===== src/rtl/bus_write_buffer_pkg.sv =====
// Shared types for the bus write buffer.
//   state_e    : controller state encoding (IDLE / DRAIN / READ)
//   wr_entry_t : one buffered write {address, wdata, wmask}
//   ENTRY_W    : packed width of wr_entry_t (68 bits)
package bus_write_buffer_pkg;

    typedef enum logic [1:0] {
        ST_IDLE  = 2'b00,
        ST_DRAIN = 2'b01,
        ST_READ  = 2'b10
    } state_e;

    typedef struct packed {
        logic [31:0] address;
        logic [31:0] wdata;
        logic [3:0]  wmask;
    } wr_entry_t;

    localparam int ENTRY_W = $bits(wr_entry_t);

endpackage


===== src/rtl/bus_write_buffer_sync_fifo.sv =====
// Synchronous FIFO holding posted writes.
//   i_clock, i_reset : clock, synchronous active-low reset
//   i_push, i_wdata  : write an entry (ignored when full)
//   i_pop            : drop the head entry (ignored when empty)
//   o_rdata          : head entry, valid combinationally while !o_empty
//   o_full, o_empty, o_count : occupancy
module sync_fifo #(
    parameter  int DEPTH = 4,
    parameter  int WIDTH = 68,
    localparam int PTR_W = $clog2(DEPTH),
    localparam int CNT_W = $clog2(DEPTH + 1)
) (
    input  logic             i_clock,
    input  logic             i_reset,
    input  logic             i_push,
    input  logic [WIDTH-1:0] i_wdata,
    input  logic             i_pop,
    output logic [WIDTH-1:0] o_rdata,
    output logic             o_full,
    output logic             o_empty,
    output logic [CNT_W-1:0] o_count
);

    logic [WIDTH-1:0] mem_q [DEPTH];
    logic [WIDTH-1:0] mem_d [DEPTH];
    logic [PTR_W-1:0] wr_ptr_q, wr_ptr_d;
    logic [PTR_W-1:0] rd_ptr_q, rd_ptr_d;
    logic [CNT_W-1:0] count_q, count_d;
    logic             do_push, do_pop;

    assign o_full  = (count_q == CNT_W'(DEPTH));
    assign o_empty = (count_q == '0);
    assign o_count = count_q;
    assign o_rdata = mem_q[rd_ptr_q];

    always_comb begin
        do_push  = i_push && !o_full;
        do_pop   = i_pop && !o_empty;
        mem_d    = mem_q;
        wr_ptr_d = wr_ptr_q;
        rd_ptr_d = rd_ptr_q;
        count_d  = count_q;
        // DEPTH is a power of two, so pointers wrap by plain overflow.
        if (do_push) begin
            mem_d[wr_ptr_q] = i_wdata;
            wr_ptr_d        = wr_ptr_q + 1'b1;
        end
        if (do_pop) begin
            rd_ptr_d = rd_ptr_q + 1'b1;
        end
        case ({do_push, do_pop})
            2'b10:   count_d = count_q + 1'b1;
            2'b01:   count_d = count_q - 1'b1;
            default: count_d = count_q;
        endcase
    end

    always_ff @(posedge i_clock) begin
        if (!i_reset) begin
            wr_ptr_q <= '0;
            rd_ptr_q <= '0;
            count_q  <= '0;
        end else begin
            wr_ptr_q <= wr_ptr_d;
            rd_ptr_q <= rd_ptr_d;
            count_q  <= count_d;
        end
    end

    // Payload storage needs no reset; occupancy alone defines validity.
    always_ff @(posedge i_clock) begin
        mem_q <= mem_d;
    end

endmodule


===== src/rtl/bus_write_buffer.sv =====
// Posted-write buffer between one requester and one arbiter port.
// Writes are acknowledged as soon as there is FIFO space and drained
// in order; reads wait until every buffered write has reached the bus.
//   i_clock, i_reset (sync, active-low)
//   upstream   : i_rw, i_request, o_ready, i_address, o_rdata, i_wdata, i_wmask
//   downstream : o_bus_rw, o_bus_request, i_bus_ready, o_bus_address,
//                i_bus_rdata, o_bus_wdata, o_bus_wmask
//   o_empty    : nothing buffered and no drain in flight
//
// state | meaning
// ------+-----------------------------------------------------------
// IDLE  | bus quiet; pick drain (if FIFO non-empty) or pending read
// DRAIN | FIFO head presented on the bus until i_bus_ready
// READ  | upstream read passed through until i_bus_ready
module bus_write_buffer
    import bus_write_buffer_pkg::*;
#(
    parameter int DEPTH = 4
) (
    input  logic        i_clock,
    input  logic        i_reset,
    input  logic        i_rw,
    input  logic        i_request,
    output logic        o_ready,
    input  logic [31:0] i_address,
    output logic [31:0] o_rdata,
    input  logic [31:0] i_wdata,
    input  logic [3:0]  i_wmask,
    output logic        o_bus_rw,
    output logic        o_bus_request,
    input  logic        i_bus_ready,
    output logic [31:0] o_bus_address,
    input  logic [31:0] i_bus_rdata,
    output logic [31:0] o_bus_wdata,
    output logic [3:0]  o_bus_wmask,
    output logic        o_empty
);

    localparam int CNT_W = $clog2(DEPTH + 1);

    state_e           state_q, state_d;
    wr_entry_t        push_entry, head_entry;
    logic [ENTRY_W-1:0] head_bits;
    logic             fifo_full, fifo_empty;
    logic [CNT_W-1:0] fifo_count;
    logic             push, pop;

    assign push_entry = '{address: i_address, wdata: i_wdata, wmask: i_wmask};
    assign head_entry = wr_entry_t'(head_bits);
    assign o_rdata    = i_bus_rdata;
    // Forced to 1 during reset so the flag never shows stale occupancy.
    assign o_empty    = !i_reset || (fifo_empty && (state_q != ST_DRAIN));

    sync_fifo #(
        .DEPTH (DEPTH),
        .WIDTH (ENTRY_W)
    ) u_fifo (
        .i_clock (i_clock),
        .i_reset (i_reset),
        .i_push  (push),
        .i_wdata (push_entry),
        .i_pop   (pop),
        .o_rdata (head_bits),
        .o_full  (fifo_full),
        .o_empty (fifo_empty),
        .o_count (fifo_count)
    );

    always_comb begin
        state_d       = state_q;
        pop           = 1'b0;
        o_bus_request = 1'b0;
        o_bus_rw      = 1'b0;
        o_bus_address = '0;
        o_bus_wdata   = '0;
        o_bus_wmask   = '0;
        // Write acceptance depends only on space, never on the state;
        // a full FIFO stalls even when the head pops this cycle.
        push          = i_request && i_rw && !fifo_full;
        o_ready       = push;

        case (state_q)
            ST_IDLE: begin
                if (fifo_count != '0) begin
                    state_d = ST_DRAIN;
                end else if (i_request && !i_rw) begin
                    state_d = ST_READ;
                end
            end
            ST_DRAIN: begin
                o_bus_request = 1'b1;
                o_bus_rw      = 1'b1;
                o_bus_address = head_entry.address;
                o_bus_wdata   = head_entry.wdata;
                o_bus_wmask   = head_entry.wmask;
                if (i_bus_ready) begin
                    pop     = 1'b1;
                    state_d = ST_IDLE;
                end
            end
            ST_READ: begin
                o_bus_request = i_request;
                o_bus_address = i_address;
                o_ready       = i_bus_ready;
                if (i_bus_ready) begin
                    state_d = ST_IDLE;
                end
            end
            default: state_d = ST_IDLE;
        endcase

        if (!i_reset) begin
            state_d       = ST_IDLE;
            push          = 1'b0;
            pop           = 1'b0;
            o_ready       = 1'b0;
            o_bus_request = 1'b0;
            o_bus_rw      = 1'b0;
            o_bus_address = '0;
            o_bus_wdata   = '0;
            o_bus_wmask   = '0;
        end
    end

    always_ff @(posedge i_clock) begin
        if (!i_reset) begin
            state_q <= ST_IDLE;
        end else begin
            state_q <= state_d;
        end
    end

endmodule

===== config.mk =====
export PLATFORM = sky130hd
export DESIGN_NAME = bus_write_buffer
export DESIGN_NICKNAME = d
export VERILOG_FILES = /design/src/rtl/bus_write_buffer_pkg.sv /design/src/rtl/bus_write_buffer_sync_fifo.sv /design/src/rtl/bus_write_buffer.sv
export SDC_FILE = /design/constraint.sdc
export NUM_CORES = 1
export LEC_CHECK = 0
export CORE_MARGIN = 1
export CORE_UTILIZATION = 50
export CTS_BUF_LIST = sky130_fd_sc_hd__clkbuf_16
export DETAILED_ROUTE_END_ITERATION = 8
export PLACE_DENSITY = 0.77
export SETUP_SLACK_MARGIN = 0.15
export SYNTH_ARGS = -nofsm -noshare
export SYNTH_HDL_FRONTEND = slang
export SYNTH_SLANG_ARGS = --single-unit

===== constraint.sdc =====
create_clock -name i_clock -period 9.7 [get_ports i_clock]
set_input_delay 1.94 -clock i_clock [delete_from_list [all_inputs] [get_ports i_clock]]
set_output_delay 1.94 -clock i_clock [all_outputs]
set_load 0.02 [all_outputs]

---- Word-level counts from Yosys, hierarchy flattened ----
Cells that the tools add are included.
word-level totals
  bits of input ports ..................... 105
  logic and storage cells ................. 70
  output and inout bits ................... 104
  flip-flop bits (word level) ............. 281
cells by class
  reductions and logical operators ........ 18
  multiplexer cells ....................... 27
  bitwise logic cells ..................... 2
  add/sub/neg operators ................... 4
  order comparisons ....................... 3
  equal/unequal tests ..................... 8
operators by type and width
  cell                                                        count
  bitwise mux 272 bit                                         1
  two-way mux 68 bit                                          3
  binary-select mux 68 bit (select 2 bit)                     1
  demux 68 bit (select 2 bit)                                 1
  two-way mux 32 bit                                          3
  case mux 32 bit (2 select lines)                            1
  two-way mux 1 bit                                           9
  two-way mux 4 bit                                           2
  logical AND 1 bit                                           7
  greater-or-equal comparator 3 bit, second input constant    2
  two-way mux 2 bit                                           3
  NOT 2 -> 3 bit                                              2
  case mux 3 bit (2 select lines)                             1
  adder 2 x 1 -> 2 bit, second input constant                 2
  equality test 2 x 1 -> 1 bit, second input constant         2
  equality test 2 bit, second input constant                  2
  logical NOT 1 bit                                           4
  inequality test 2 x 1 -> 1 bit, second input constant       2
  case mux 2 bit (2 select lines)                             1
  adder 3 x 1 -> 3 bit, second input constant                 1
  equality test 3 bit, second input constant                  1
  logical NOT 3 bit                                           1
  less-than comparator 3 x 1 -> 1 bit, second input constant  1
  inequality test 3 bit, second input constant                1
  other kinds (8)                                             8

---- Longest topological paths before layout ----
Gate-level depths: netlist (run 1).
  word-level depth ........................ 7
  depth in mapped cells ................... 12
  mapped depth without buffers ............ 11

---- Modules after synthesis ----
From an unflattened synthesis (run 1), not the netlist that was laid out.
second synthesis, totals
  cells, all modules ...................... 588
  area total of the unflattened synthesis .. 11516.0 µm²
by module, submodules not included
  module            seq. area each (µm²)  instances  area each (µm²)  cells each
  sync_fifo         8308.0                1          10344.9          407
  bus_write_buffer  40.0                  1          1171.1           181

---- Worst setup path before layout (run 1) ----
No wires, ideal clock.
  path kind ............................... in2out
  start point ............................. input port i_reset
  end point ............................... output port o_bus_address[10]
  arrival time ............................ 2877 ps
  setup slack ............................. 4883 ps
  cell stages on the path ................. 6
  required time ........................... 7760 ps
  buffers on the path ..................... 3
  cell sequence ........................... buf_2 -> and3_1 -> clkbuf_1 -> buf_2 -> a2bb2oi_1 -> o21ai_0
on the way
  cells in the longest elaborated chain, start to end .. 1
RTL lines
  what                RTL line                 source
  start: declaration  bus_write_buffer.sv:21   input logic i_reset,
  two-way mux 32 bit  bus_write_buffer.sv:112  if (!i_reset) begin
  end: declaration    bus_write_buffer.sv:32   output logic [31:0] o_bus_address,
Every way passes these cells.

---- Worst setup path after layout (run 1) ----
  start point ............................. input port i_reset
  end point ............................... output port o_bus_wdata[16]
on the way
  cells in the longest elaborated chain, start to end .. 1
RTL lines
  what                RTL line                 source
  two-way mux 32 bit  bus_write_buffer.sv:112
  end: declaration    bus_write_buffer.sv:34   output logic [31:0] o_bus_wdata,
Every way passes these cells.

==> results of run 1 <==
## worst paths after layout
path,to,slack [ns]
worst max register to register,u_fifo.o_count[2]$_SDFFE_PN0P_,6.52
worst min-delay path,u_fifo.wr_ptr_q[1]$_SDFFE_PN0P_,0.51
worst min register to register,u_fifo.wr_ptr_q[1]$_SDFFE_PN0P_,0.51
worst max-delay path,o_bus_wdata[16],3.15
## final cells by class
| class | instances | share of cell area [%] |
|---|---|---|
| Multi-Input combinational cell | 258 | 18.6 |
| Sequential cell | 281 | 61.0 |
| Clock buffer | 29 | 5.30 |
| Timing Repair Buffer | 149 | 10.8 |
| Tap cell | 280 | 2.56 |
| Clock inverter | 22 | 1.46 |
| Inverter | 10 | 0.274 |
## worst max-delay path, stage by stage
cell and delay (ns):
clkdlybuf4s50_1 0.87, nand2_1 0.18, inv_1 0.73, and2_1 0.25, clkdlybuf4s50_1 0.61
## power by group through the flow
stage               logic, µW  registers (µW)  clock network, µW
floorplan                62.9            1380                  0
global placement          102            1380                  0
detailed placement        108            1380                  0
CTS                       108            1350               1100
global route              116            1350               1150
finish                    108            1350               1080
## sequential cells by signal (all words and copies together) (netlist names)
register / flops
u_fifo.mem_q: 272
u_fifo.o_count: 3
state_q: 2
u_fifo.rd_ptr_q: 2
u_fifo.wr_ptr_q: 2
## routing by layer
metal / wire length (µm) / up-vias / GRT usage, %
li1: - / 2618 / -
met5: 23 / - / 0
met1: 9510 / 2930 / 24.7
met4: 808 / 4 / 7.84
met3: 1530 / 62 / 5.25
met2: 10700 / 189 / 31.7
## Yosys cell counts
master,instances
a31o_2,1
o311ai_0,1
nor3b_1,1
buf_12,1
buf_2,9
a21oi_1,4
and3_1,7
clkbuf_1,8
mux4_2,36
xor2_1,2
inv_1,10
nand4_1,1
o21ai_0,24
o41ai_1,1
mux2i_1,67
nor2_1,4
nand2_1,11
o21ai_1,10
dfxtp_1,9
nand3_1,1
and2_1,36
a2bb2oi_1,31
o221ai_1,1
nand4b_1,1
nand2_2,1
buf_6,7
or3_1,2
fa_1,1
a31oi_1,1
ha_1,8
nand3b_1,1
buf_8,4
buf_4,34
nand2b_1,1
edfxtp_1,272
nor3_1,1
nor2b_1,1
a31oi_2,1
buf_1,1
## per-stage QoR
step                setup slack, ns  cells
floorplan                      4.88    613
global placement               3.31    978
detailed placement             3.13    978
CTS                            3.14   1029
global route                   2.92   1029
finish                         3.15   1029
## kinds of logic after synthesis
logic type | share of synthesized area [%]
AO/OA/AOI/OAI | 4.52
XOR/XNOR | 0.154
adder cells (fa/ha/maj) | 1.05
buffers and inverters | 4.65
flip-flops | 73.2
multiplexers | 13.0
AND/OR/NAND/NOR | 3.48
==> impl_metrics.json, run 1 <==
{
  "power_leakage_uw": 0.00428,
  "synth_top_area_share_pct": 71.6,
  "power_frac_clock_pct": 42.4,
  "htree_num_levels": 1,
  "grt_usage_pct": 19.4,
  "fin_skew_ns": 0.0217,
  "most-common-layout-cells": "272 x edfxtp_1, 144 x clkdlybuf4s50_1, 67 x mux2i_1",
  "hold-path-cell-count": 2,
  "seq_area_frac_synth_pct": 73.2,
  "r2r_cells": 11,
  "tritoncts": "yes",
  "power.share.switching_pct": 19.3,
  "endpoint_kind": "primary output",
  "cts-root-buf": "clkbuf_16",
  "antenna_cells": 0,
  "drive_gt1_share_pct": 12.1,
  "io_pins": 209,
  "crit_fanout": 38,
  "multi_input_area_um2": 2550,
  "postSynthAreaPerCell_um2": 18.6,
  "slew_headroom_pct": 26.1,
  "fin_util_pct": 62.0,
  "cts_inserted_buffers": 28,
  "syn-num-nets": 727,
  "num_vias": 5803,
  "worstReg2RegStart": "state_q[1]$_SDFFE_PN0P_",
  "dieArea_um2": 23400,
  "worstPathArrival_ns": 4.61,
  "grt_remaining_overflow": 0,
  "finalCritPeriodShare_pct": 67.6,
  "grt_pass1_vias": 6223,
  "drc_errors": 0,
  "synth_area_um2": 11400,
  "clk_pin_slew_ns": 0.06,
  "cts-resized-gates": 0,
  "grt_pass1_wl_mm": 34.9,
  "synth.ff_latch_count": 281,
  "wl_per_cell_um": 21.9,
  "tns_ns": 0,
  "dpl.hpwl_mm": 12.9,
  "die_h_um": 153,
  "cts_post_setup_buffers_inserted": 0,
  "dr.pass1.iters": 5,
  "num_rows": 54,
  "die_w_um": 153,
  "fin_nets": 842,
  "max_freq_ghz": 0.153,
  "yosys-top-cells-area": "edfxtp_1 72%, mux4_2 7.1%, mux2i_1 5.9%",
  "start_util_pct": 51.6,
  "cts_hold_buf": 0,
  "internal_power_uw": 2040,
  "cp-startpoint": "i_reset",
  "cts_buffer_depth": 3,
  "yosys_warnings": 0,
  "power.switching_uw": 490,
  "criticalPathCategory": "primary input to primary output",
  "vdd_drop_max_mv": 0.129,
  "post-route-min-period_ns": 6.55,
  "routed_wl_mm": 22.6,
  "place.gp.congestion": 0.730,
  "seqCellArea_um2": 8350,
  "rsz0062_at_grt": "no",
  "final_hold_viol_count": 0,
  "port_buffers": 144,
  "grt_max_degree": 69,
  "status": "complete, no violations",
  "clock_latency_ns": 0.53,
  "p_total_uw": 2540,
  "syn-instance-count": 613,
  "maxCapViolations": 0,
  "num-fill-cells": 1561,
  "required_ns": 7.76,
  "cp-start-kind": "primary input",
  "layout.cells.most_common": "edfxtp_1",
  "seq_power_share_pct": 53.3,
  "slew_violations": 0,
  "power.density_nw_per_um2": 185,
  "detailedRoute.firstIterationViolations": 367,
  "via_per_inst": 5.64,
  "syn_to_final_growth_pct": 20.0,
  "hold_path_startpoint": "u_fifo.wr_ptr_q[1]$_SDFFE_PN0P_",
  "final_area_um2": 13700,
  "core_um2": 22100,
  "hold_class": "flop to flop",
  "antenna_found_initial": 2,
  "comb_power_share_pct": 4.2,
  "ant_nets": 0,
  "finalSetupViolCount": 0,
  "cts_sinks": 281,
  "whs_ns": 0.505,
  "tightest_slew_ns": 1.11,
  "synth_area_leader_cell": "edfxtp_1",
  "postPlaceCellArea_um2": 12800,
  "yosysUniqueCellTypes": 39
}
No activity file was read; power rests on OpenSTA's default activity.
==> run 2: changes to the inputs <==
Clock period 9.7 ns to 6.6 ns, I/O delays scaled along.
==> run 2 against run 1 <==
Net effect:
- worst setup slack worse by 1.9 ns
- final cell count about the same
- sequential power up 47%
- combinational power up 46%
- cell area fell by 0.77%
- sequential share of layout area increased by 0.47 points
- clock skew fell by 0.012 ns
- largest cell class unchanged
- largest power group unchanged
- highest routed layer unchanged
==> impl_metrics.json, run 2 (same netlist as run 1, synthesis figures left out) <==
{
  "status": "complete, no violations",
  "antenna_cells": 0,
  "via_per_inst": 5.67,
  "wl_per_cell_um": 21.9,
  "grt_usage_pct": 19.3,
  "clock_latency_ns": 0.53,
  "rrSetupSlack_ns": 3.43,
  "slew_violations": 0,
  "core_um2": 22100,
  "cts_hold_buf": 0,
  "cpMostUsedCell": "clkdlybuf4s50_1",
  "hold-path-cell-count": 2,
  "vdd_drop_max_mv": 0.185,
  "regToRegEndpoint": "u_fifo.o_count[2]$_SDFFE_PN0P_",
  "cts-resized-gates": 0,
  "clk_pin_slew_ns": 0.06,
  "hold_class": "flop to flop",
  "min_delay_worst_endpoint": "u_fifo.wr_ptr_q[1]$_SDFFE_PN0P_",
  "tightest_slew_ns": 1.08,
  "hold_path_startpoint": "u_fifo.wr_ptr_q[1]$_SDFFE_PN0P_",
  "cts_sinks": 281,
  "place_inst": 977,
  "tritoncts": "yes",
  "place.gp.congestion": 0.733,
  "grt_pass1_wl_mm": 34.7,
  "power.density_nw_per_um2": 260,
  "tns_ns": 0,
  "crit_fanout": 38,
  "ant_nets": 0,
  "routed_wl_mm": 22.5,
  "layout.cells.most_common": "edfxtp_1",
  "grt_remaining_overflow": 0,
  "worst_path_largest_cell_delay_ns": 0.88,
  "rsz0062_at_grt": "no",
  "largest_reg_flops": 272,
  "die_h_um": 153,
  "critPathSlowestCell": "clkdlybuf4s50_1",
  "detailedRoute.firstIterationViolations": 372,
  "final_hold_viol_count": 0,
  "num-fill-cells": 1589,
  "most-common-layout-cells": "272 x edfxtp_1, 144 x clkdlybuf4s50_1, 67 x mux2i_1",
  "cts-root-buf": "clkbuf_16",
  "crit_buf_inv": 3,
  "worstReg2RegStart": "state_q[0]$_SDFFE_PN0P_",
  "finalSetupViolCount": 0,
  "htree_num_levels": 1,
  "post-route-min-period_ns": 5.33,
  "largest_register": "u_fifo.mem_q",
  "num_vias": 5827,
  "cp_top_family": "buffers and inverters",
  "required_ns": 5.28,
  "io_pins": 209,
  "finalCritPeriodShare_pct": 80.7,
  "power_leakage_uw": 0.00425,
  "final_cells": 1028,
  "maxCapViolations": 0,
  "start_util_pct": 51.6,
  "grt_max_degree": 69,
  "cts_inserted_buffers": 29,
  "die_w_um": 153,
  "fin_nets": 842,
  "grt_pass1_vias": 6176,
  "syn_to_final_growth_pct": 19.1,
  "drive_gt1_share_pct": 10.8,
  "antenna_found_initial": 2,
  "slew_headroom_pct": 27.7,
  "crit_chain": "clkdlybuf4s50_1 > nand2_1 > inv_1 > and2_1 > clkdlybuf4s50_1",
  "num_rows": 54,
  "cts_post_setup_buffers_inserted": 0,
  "fin_skew_ns": 0.00993,
  "cp-start-kind": "primary input",
  "dr.pass1.iters": 4,
  "port_buffers": 144,
  "worstPathArrival_ns": 4.01,
  "dpl.hpwl_mm": 13.1,
  "endpoint_kind": "primary output",
  "r2r_cells": 10,
  "criticalPathCategory": "primary input to primary output",
  "cts_buffer_depth": 3,
  "drc_errors": 0,
  "dieArea_um2": 23400,
  "max_freq_ghz": 0.188
}
-- run 2: changes by cell type in the layout (fill, tap and decap cells not counted), sizes merged --
| cell | delta |
|---|---|
| inv | +8 |
| clkinvlp | -1 |
| buf | -1 |
| bufinv | -4 |
| clkinv | -3 |
-- run 2: metal layers --
| layer | routed length, µm | vias to the layer above | track usage (%) | part of all wire [%] |
|---|---|---|---|---|
| met5 | 27 | - | 0 | 0.12 |
| met4 | 857 | 4 | 8.42 | 3.8 |
| met3 | 1800 | 69 | 5.42 | 8.0 |
| met2 | 11100 | 224 | 32.5 | 49 |
| met1 | 8720 | 2901 | 23.4 | 39 |
| li1 | - | 2629 | - | - |
-- run 2: power by group --
part | total [µW] | internal, µW | switching, µW
combinational | 158 | 78.5 | 79.4
clock | 1390 | 785 | 600
sequential | 1990 | 1980 | 8.11
-- run 2: area by class of cell --
class	instances	area (µm²)	share of cell area, %
flip-flops and latches	281	8350	61.5
repair buffers	148	1480	10.9
multi-input cells	258	2550	18.8
clock buffers	29	726	5.34
well taps	280	350	2.58
inverters	10	37.5	0.276
clock inverters	22	90.1	0.663
-- run 2: through the flow --
stage | util [%] | area (µm²) | hold WS, ns | power (µW) | setup slack [ns]
CTS | 61.5 | 13600 | 0.505 | 3570 | 1.24
global placement | 57.8 | 12800 | 0.475 | 2170 | 1.46
finish | 61.5 | 13600 | 0.507 | 3530 | 1.27
floorplan | - | 11400 | 0.468 | 2120 | 2.76
detailed placement | 57.8 | 12800 | 0.498 | 2180 | 1.24
global route | 61.5 | 13600 | 0.551 | 3640 | 1.01
-- run 2: worst max-delay path by stage --
stage | start | endpoint | cells after the start
floorplan | i_reset | u_fifo.mem_q[0]$_DFFE_PP_ | 3
global placement | i_reset | o_bus_wdata[25] | 5
detailed placement | i_reset | o_bus_wdata[16] | 5
CTS | i_reset | o_bus_wdata[16] | 5
global route | i_reset | o_bus_wdata[16] | 5
finish | i_reset | o_bus_wdata[16] | 5
-- run 2: worst register-to-register path, stage by stage (launching register included) --
cell	delay, ns
dfxtp_1	0.40
ha_1	0.27
nand2_1	0.12
inv_1	0.71
and3_1	0.32
ha_1	0.20
inv_1	0.06
fa_1	0.38
xor2_1	0.17
or3_1	0.32
a21oi_1	0.15
==> run 3: changes to the inputs <==
Settings changed: CORE_UTILIZATION 50 to 47, PLACE_DENSITY 0.77 to 0.76.
Clock period 6.6 ns to 4.4 ns, I/O delays scaled along.
==> run 3 against run 2 <==
Net effect:
- routed wire length fell by 1.8%
- sequential power grew 50%
- final cell count is 4.5% higher
- combinational power grew 54%
- non-clock buffer count rose by 10
- via count increased by 2.0%
- global-route usage is 1.3 points lower
==> impl_metrics.json, run 3 (same netlist as run 1, synthesis figures left out) <==
{
  "hold_class": "flop to flop",
  "cp-start-kind": "primary input",
  "io_pins": 209,
  "grt_pass1_vias": 6268,
  "num_rows": 56,
  "tritoncts": "yes",
  "vdd_drop_max_mv": 0.279,
  "cts_post_setup_buffers_inserted": 0,
  "num-fill-cells": 1725,
  "whs_ns": 0.516,
  "cts-root-buf": "clkbuf_16",
  "final_hold_viol_count": 0,
  "power.density_nw_per_um2": 386,
  "max_freq_ghz": 0.260,
  "power_leakage_uw": 0.00430,
  "grt_remaining_overflow": 0,
  "dr.pass1.iters": 4,
  "wl_per_cell_um": 20.6,
  "finalSetupViolCount": 0,
  "drc_errors": 0,
  "cts_inserted_buffers": 28,
  "slew_headroom_pct": 60.3,
  "cts_sinks": 281,
  "fin_nets": 851,
  "largest_reg_flops": 272,
  "crit_fanout": 32,
  "cts_hold_buf": 0,
  "layout.cells.most_common": "edfxtp_1",
  "start_util_pct": 48.3,
  "antenna_found_initial": 0,
  "clock_latency_ns": 0.53,
  "routed.top_layer": "met4",
  "port_buffers": 144,
  "maxCapViolations": 0,
  "core_um2": 23600,
  "post-route-min-period_ns": 3.85,
  "tns_ns": 0,
  "grt_usage_pct": 18.1,
  "fin_skew_ns": 0.00667,
  "required_ns": 3.52,
  "finalCritPeriodShare_pct": 87.4,
  "syn_to_final_growth_pct": 20.6,
  "drive_gt1_share_pct": 12.2,
  "grt_pass1_wl_mm": 34.0,
  "detailedRoute.firstIterationViolations": 311,
  "routed_wl_mm": 22.1,
  "slew_violations": 0,
  "die_w_um": 158,
  "status": "complete, no violations",
  "final_area_um2": 13800,
  "ant_nets": 0,
  "cts_buffer_depth": 3,
  "endpoint_kind": "primary output",
  "wl_met3_mm": 2.01,
  "wl_met2_mm": 10.8,
  "postPlaceCellArea_um2": 12900,
  "tightest_slew_ns": 0.596,
  "cts-resized-gates": 0,
  "criticalPathCategory": "primary input to primary output",
  "place.gp.congestion": 0.775,
  "grt_max_degree": 40,
  "dieArea_um2": 24900,
  "worstPathArrival_ns": 2.97,
  "largest_register": "u_fifo.mem_q",
  "rsz0062_at_grt": "no",
  "dpl.hpwl_mm": 13.4,
  "via_per_inst": 5.54,
  "clk_pin_slew_ns": 0.06,
  "antenna_cells": 0,
  "num_vias": 5946,
  "met1_length_mm": 8.80,
  "die_h_um": 158,
  "htree_num_levels": 1,
  "most-common-layout-cells": "272 x edfxtp_1, 144 x clkdlybuf4s50_1, 67 x mux2i_1"
}
-- run 3: layout make-up --
cell class / count / area, µm² / area share [%]
sequential: 281 / 8350 / 60.7
multi-input combinational: 258 / 2550 / 18.5
timing repair buffer: 158 / 1610 / 11.7
clock buffer: 29 / 726 / 5.28
tap: 319 / 399 / 2.90
clock inverter: 19 / 78.8 / 0.573
inverter: 10 / 37.5 / 0.273
-- run 3: power breakdown --
part	switching [µW]	leakage [µW]	internal [µW]	total [µW]
logic	122	0.00133	121	244
clock network	909	0.000438	1170	2080
registers	11.3	0.00253	2970	2980
total	1040	0.00430	4260	5310
-- run 3: worst paths after layout --
path / end / slack [ns] / depth (start not counted) / startpoint
worst max-delay path: o_bus_address[25] / 0.55 / 6 / i_reset
worst min-delay path: u_fifo.wr_ptr_q[1]$_SDFFE_PN0P_ / 0.52 / 2 / u_fifo.wr_ptr_q[1]$_SDFFE_PN0P_
worst max register to register: u_fifo.o_count[2]$_SDFFE_PN0P_ / 1.63 / 11 / state_q[0]$_SDFFE_PN0P_
worst min register to register: u_fifo.wr_ptr_q[1]$_SDFFE_PN0P_ / 0.52 / 2 / u_fifo.wr_ptr_q[1]$_SDFFE_PN0P_
-- run 3: critical path, stage by stage --
cell and delay (ns):
clkdlybuf4s50_1 0.53, and3_1 0.17, buf_4 0.39, a2bb2oi_1 0.11
o21ai_0 0.18, clkdlybuf4s50_1 0.69
-- run 3: stage by stage --
step | util [%] | total power (µW) | setup slack [ns] | instances
final | 58.3 | 5310 | 0.554 | 1074
after global routing | 58.3 | 5470 | 0.449 | 1074
after CTS | 58.3 | 5360 | 0.546 | 1074
after detailed placement | 54.8 | 3280 | 0.552 | 1026
after global placement | 54.8 | 3270 | 0.642 | 1026
after floorplan | - | 3180 | 1.00 | 613
-- run 3: metal layers --
layer,global-route usage (%),vias up
met5,0,-
li1,-,2640
met4,5.22,0
met3,4.65,50
met1,23.0,3030
met2,30.5,226
